--- src/rtl/fpga_endpoint_uart_tx.sv ---
// -----------------------------------------------------------------------------
// fpga_endpoint_uart_tx
//
// UART 8N1 transmitter that returns bus responses to the host. One response
// (status + read data) is taken through a valid/ready handshake. It is sent
// as a status byte (8'h00 ok, 8'h01 error) followed by NUM_BYTES data bytes,
// least-significant byte first. Each byte is framed as start(0), 8 data bits
// LSB first, stop(1). Every line bit lasts CLKDIV = FREQUENCY / BAUD_RATE
// clock cycles.
//
// Ports:
//   clk        in   system clock, all logic on posedge
//   rst        in   synchronous active-high reset
//   rsp_valid  in   response available
//   rsp_ready  out  block can accept a response (idle)
//   rsp_error  in   bus error flag, sampled on accept
//   rsp_data   in   read data (NUM_BYTES*8 bits), sampled on accept
//   serial_out out  UART line, idle high (registered)
//   busy       out  frame in progress
//   done       out  one-cycle pulse on the final cycle of the last stop bit
// -----------------------------------------------------------------------------
module fpga_endpoint_uart_tx #(
    parameter int FREQUENCY = 50_000_000,
    parameter int BAUD_RATE = 9600,
    parameter int NUM_BYTES = 4
) (
    input  logic                   clk,
    input  logic                   rst,
    input  logic                   rsp_valid,
    output logic                   rsp_ready,
    input  logic                   rsp_error,
    input  logic [NUM_BYTES*8-1:0] rsp_data,
    output logic                   serial_out,
    output logic                   busy,
    output logic                   done
);

    localparam int CLKDIV  = FREQUENCY / BAUD_RATE;
    localparam int CNT_W   = (CLKDIV > 1) ? $clog2(CLKDIV) : 1;
    localparam int BYTE_W  = $clog2(NUM_BYTES + 1);
    localparam int FRAME_W = (NUM_BYTES + 1) * 8;

    // A bit period of a single cycle cannot be built with this counter scheme.
    generate
        if (CLKDIV < 2) begin : g_bad_clkdiv
            $error("fpga_endpoint_uart_tx: FREQUENCY / BAUD_RATE must be at least 2");
        end
    endgenerate

    typedef enum logic [1:0] {
        IDLE  = 2'd0,
        START = 2'd1,
        DATA  = 2'd2,
        STOP  = 2'd3
    } state_t;

    state_t               state_q, state_d;
    logic [CNT_W-1:0]     cnt_q, cnt_d;
    logic [2:0]           bit_idx_q, bit_idx_d;
    logic [BYTE_W-1:0]    byte_idx_q, byte_idx_d;
    logic [FRAME_W-1:0]   frame_q, frame_d;
    logic                 serial_out_q, serial_out_d;
    logic                 tick;
    logic [7:0]           next_byte;

    // Last cycle of the current line bit.
    assign tick = (cnt_q == CNT_W'(CLKDIV - 1));

    // Next-state logic. The whole response is latched into frame_q on accept
    // with the status byte in the low byte; after each stop bit the register
    // shifts down one byte, so the byte on the line is always frame_q[7:0].
    // The line itself is registered from the next state so serial_out is
    // glitch-free and the start bit appears the cycle after the accept edge.
    always_comb begin
        state_d      = state_q;
        cnt_d        = cnt_q;
        bit_idx_d    = bit_idx_q;
        byte_idx_d   = byte_idx_q;
        frame_d      = frame_q;
        done         = 1'b0;
        serial_out_d = 1'b1;
        next_byte    = 8'h00;

        if (state_q != IDLE) begin
            cnt_d = tick ? '0 : cnt_q + CNT_W'(1);
        end

        case (state_q)
            IDLE: begin
                if (rsp_valid) begin
                    frame_d    = {rsp_data, 7'b0, rsp_error};
                    cnt_d      = '0;
                    bit_idx_d  = 3'd0;
                    byte_idx_d = '0;
                    state_d    = START;
                end
            end
            START: begin
                if (tick) begin
                    bit_idx_d = 3'd0;
                    state_d   = DATA;
                end
            end
            DATA: begin
                if (tick) begin
                    if (bit_idx_q == 3'd7) begin
                        state_d = STOP;
                    end else begin
                        bit_idx_d = bit_idx_q + 3'd1;
                    end
                end
            end
            STOP: begin
                if (tick) begin
                    if (byte_idx_q == BYTE_W'(NUM_BYTES)) begin
                        state_d = IDLE;
                        done    = 1'b1;
                    end else begin
                        byte_idx_d = byte_idx_q + BYTE_W'(1);
                        frame_d    = frame_q >> 8;
                        state_d    = START;
                    end
                end
            end
            default: begin
                state_d = IDLE;
            end
        endcase

        next_byte = frame_d[7:0];
        case (state_d)
            IDLE:    serial_out_d = 1'b1;
            START:   serial_out_d = 1'b0;
            DATA:    serial_out_d = next_byte[bit_idx_d];
            STOP:    serial_out_d = 1'b1;
            default: serial_out_d = 1'b1;
        endcase
    end

    // State registers; reset aborts any frame and drives the line high at once.
    always_ff @(posedge clk) begin
        if (rst) begin
            state_q      <= IDLE;
            cnt_q        <= '0;
            bit_idx_q    <= 3'd0;
            byte_idx_q   <= '0;
            frame_q      <= '0;
            serial_out_q <= 1'b1;
        end else begin
            state_q      <= state_d;
            cnt_q        <= cnt_d;
            bit_idx_q    <= bit_idx_d;
            byte_idx_q   <= byte_idx_d;
            frame_q      <= frame_d;
            serial_out_q <= serial_out_d;
        end
    end

    assign rsp_ready  = (state_q == IDLE);
    assign busy       = (state_q != IDLE);
    assign serial_out = serial_out_q;

endmodule

--- config.mk ---
export PLATFORM = sky130hd
export DESIGN_NAME = fpga_endpoint_uart_tx
export DESIGN_NICKNAME = d
export VERILOG_FILES = /design/src/rtl/fpga_endpoint_uart_tx.sv
export SDC_FILE = /design/constraint.sdc
export NUM_CORES = 1
export LEC_CHECK = 0
export ABC_AREA = 1
export CAP_MARGIN = 5
export CORE_UTILIZATION = 55
export CTS_BUF_LIST = sky130_fd_sc_hd__clkbuf_4 sky130_fd_sc_hd__clkbuf_8
export DETAILED_ROUTE_END_ITERATION = 10
export PLACE_DENSITY = 0.86
export SLEW_MARGIN = 20
export SYNTH_ARGS = -nofsm -noshare
export SYNTH_HDL_FRONTEND = slang
export SYNTH_SLANG_ARGS = --single-unit
--- constraint.sdc ---
create_clock -name clk -period 2.45 [get_ports clk]
set_clock_uncertainty 0.15 [all_clocks]
set_input_delay 0.735 -clock clk [delete_from_list [all_inputs] [get_ports clk]]
set_output_delay 0.735 -clock clk [all_outputs]
set_load 0.005 [all_outputs]
==> metrics <==
vias in the first global route=3,143; final design utilization=74.3%; critical path's slowest cell=dfxtp_2; synthesis warning total=0; slew margin rel.=64.8%; Seq cells post-synth=62; library cells used by synthesis=34; Overflow after GRT=0; Sink Count=62; filler instances=450; Final Cycle Share=98.1%; Flop pwr share=44.9%; # IOs=40; routed vias=3,330; sequential cell area=1250 um2; Final Wtd Congestion=0.942; maximum VDD drop=0.000542 V; chip height=78.4 um; Starting DRT DRC Count=220; Net Count, Synth=489; WHS Endpoint=frame_q[38]$_SDFFE_PP0P_; H-tree depth=3; clk slew on worst S/H paths=0.07 ns; antenna violations before repair=0; reg-to-reg critical path endpoint=serial_out$_SDFF_PP1_; crit start category=register; CP delay by family, top=simple AND/OR/NAND/NOR gates; ranking of synthesized cells by area=dfxtp_1 39%, nand2_1 11%, nand3_1 7.6%, nand4_1 6.0%, inv_1 5.1%; CP Max Fanout=2; Final Max Tran Viols=0; number of diodes=0; FFs w/ async S/R, synth=0%; static leakage=0.00164 uW; min Tclk post-route=2.40 ns; die width=78.4 um; Hold Crit Depth=2; Netlist Area Pre-Place=3210 um2; CTS Buf Count=9; endpoints failing setup=0; Clock power frac=34.3%; Pre-antenna DRT Iters=5; wire per inst=13.9 um; cells after synthesis=443; register area share after synthesis=38.7%; Int Pwr=1700 uW; NetSw=680 uW; Final Hold Fails=0; delay of the slowest critical-path stage=0.35 ns; Logic pwr share=20.8%; RSZ-0062 raised after global routing=yes; Max Cap Viol=0; Reg-to-Reg Start=state_q[0]$_SDFF_PP0_; Top FF cell, synth=dfxtp_1; status=complete, no violations; detailed placement HPWL=5.56 mm; largest net degree at the start of global routing=50; standard-cell row count=27; area occupied by multi-input gates=1720 um2; reg2reg setup slack=0.17 ns; NumNets Final=558; Setup TNS=0 ns; Setup Crit Path Kind=reg2out; PD cells=575 nW/um2; worst hold path type=reg2reg; critical path startpoint=cnt_q[0]$_SDFF_PP0_; Yosys top cell area share=38.7%; Total GRT Usage=28.8%; most used cell, CP=nand2_4; DRT antenna net count=0; Max Root-Sink Buffers=2; Post-synth top cells=93 x nand2_1, 62 x dfxtp_1, 49 x nand3_1; CTS tree=built; switching share of power=28.5%; Post-synth EDFFs=0; syn avg cell area=7.24 um2; via/cell ratio=5.65; Critical Path AT=1.52 ns; Setup crit end kind=primary output; worst slew pin tran=0.529 ns; initial core utilization=57.6%; Core Area=5570 um2; largest area contributor in the netlist=dfxtp_1; DRC viols=0; crit path buf inv count=3; worst skew pair latency=0.34 ns; Root Driver=clkbuf_8; area delta synth->final=29.1%; HP Start=frame_q[38]$_SDFFE_PP0P_; CP cell instances=ha_4, nand2_4, inv_2, nand2_4, nor2_4, nand2_1, inv_1, nand2_2, nor2_1, buf_2; FF-to-FF path depth=13; Crit path required time=1.56 ns; Die ar.=6140 um2; count leader, synth=nand2_1; Max Fclk=416 MHz; layout cell share with drive strength beyond 1=17.6%; # port buffers=39; Routed WL=8.21 mm; first-pass GRT wire length=13.9 mm
[routing by layer]
metal	global-route usage [%]	vias to the layer above	wire (um)
li1	-	1637	-
met5	0	-	0
met2	49.5	126	4040
met1	34.3	1552	3520
met3	7.09	15	504
met4	11.7	0	139
[cells by family after synthesis]
group / share of synthesized area [%]
fa+ha+maj: 3.90
xor+xnor: 1.36
simple gates: 34.9
flops: 38.7
compound gates: 11.7
buf+inv: 9.44
[how the worst max path moves through the flow]
stage | end | slack [ns] | cells after the start
3_5_place_dp | serial_out$_SDFF_PP1_ | -0.18 | 12
5_1_grt | done | -0.02 | 9
4_1_cts | done | 0.007 | 10
3_3_place_gp | serial_out$_SDFF_PP1_ | -0.12 | 12
2_1_floorplan | serial_out$_SDFF_PP1_ | 0.41 | 14
6_report | done | 0.05 | 10
[cell type report]
type / count / share of cell area (%)
Inverter: 47 / 4.32
Tap cell: 72 / 2.18
Multi-Input combinational cell: 310 / 41.5
Clock inverter: 4 / 0.544
Clock buffer: 12 / 3.69
Sequential cell: 62 / 30.1
Timing Repair Buffer: 82 / 17.7
[power by group through the flow]
stage / combinational [uW] / sequential (uW) / clock, uW
6_report: 495 / 1070 / 815
5_1_grt: 542 / 1070 / 874
4_1_cts: 473 / 1070 / 816
3_5_place_dp: 454 / 1090 / 0
3_3_place_gp: 443 / 1090 / 0
2_1_floorplan: 265 / 1080 / 0
[registers in the layout, summed over array words and instances, names as in the netlist]
register / count
bit_idx_q: 3
state_q: 2
byte_idx_q: 3
cnt_q: 13
serial_out: 1
frame_q: 40
[worst reg2reg max path: stages, from the launching register on]
cell and delay [ns]:
dfxtp_2 0.33, buf_4 0.13, ha_1 0.20, buf_4 0.26, nand2_1 0.25, nand3_4 0.15, a21oi_1 0.20, nand2_1 0.07
nand3_1 0.09, nand3_1 0.08, nand3_1 0.11, nand2_1 0.05, nand2_1 0.05, nand2_1 0.04
[cells in the final DEF (no fill, tap or decap), drive strengths merged]
cell	n
nand2	98
dfxtp	62
nand3	51
inv	46
buf	44
nor2	44
clkdlybuf4s50	38
nand4	31
a21oi	29
a31oi	23
clkbuf	12
ha	10
o21ai	5
xor2	5
clkinv	4
nor3b	3
o21bai	2
nor3	2
a32o	2
a32oi	1
o22ai	1
nand3b	1
or2	1
a211oi	1
clkinvlp	1
[through the flow]
stage / setup slack, ns / instance area [um2] / cells / power, uW / hold slack, ns
floorplan: 0.409 / 3210 / 443 / 1350 / 0.293
global placement: -0.122 / 3840 / 564 / 1530 / 0.303
detailed placement: -0.180 / 3840 / 564 / 1540 / 0.308
CTS: 0.00681 / 4080 / 583 / 2360 / 0.318
global route: -0.0155 / 4140 / 589 / 2490 / 0.339
finish: 0.0463 / 4140 / 589 / 2380 / 0.320
[repair_timing]
action | in CTS | in global routing
buffers inserted | 3 | 6
gates resized for setup | 18 | 6
pin swaps | 4 | 4
hold buffers | 0 | 0
endpoints found under the setup margin | 3 | 3
Note: power is estimated with default switching activity, not from simulation.
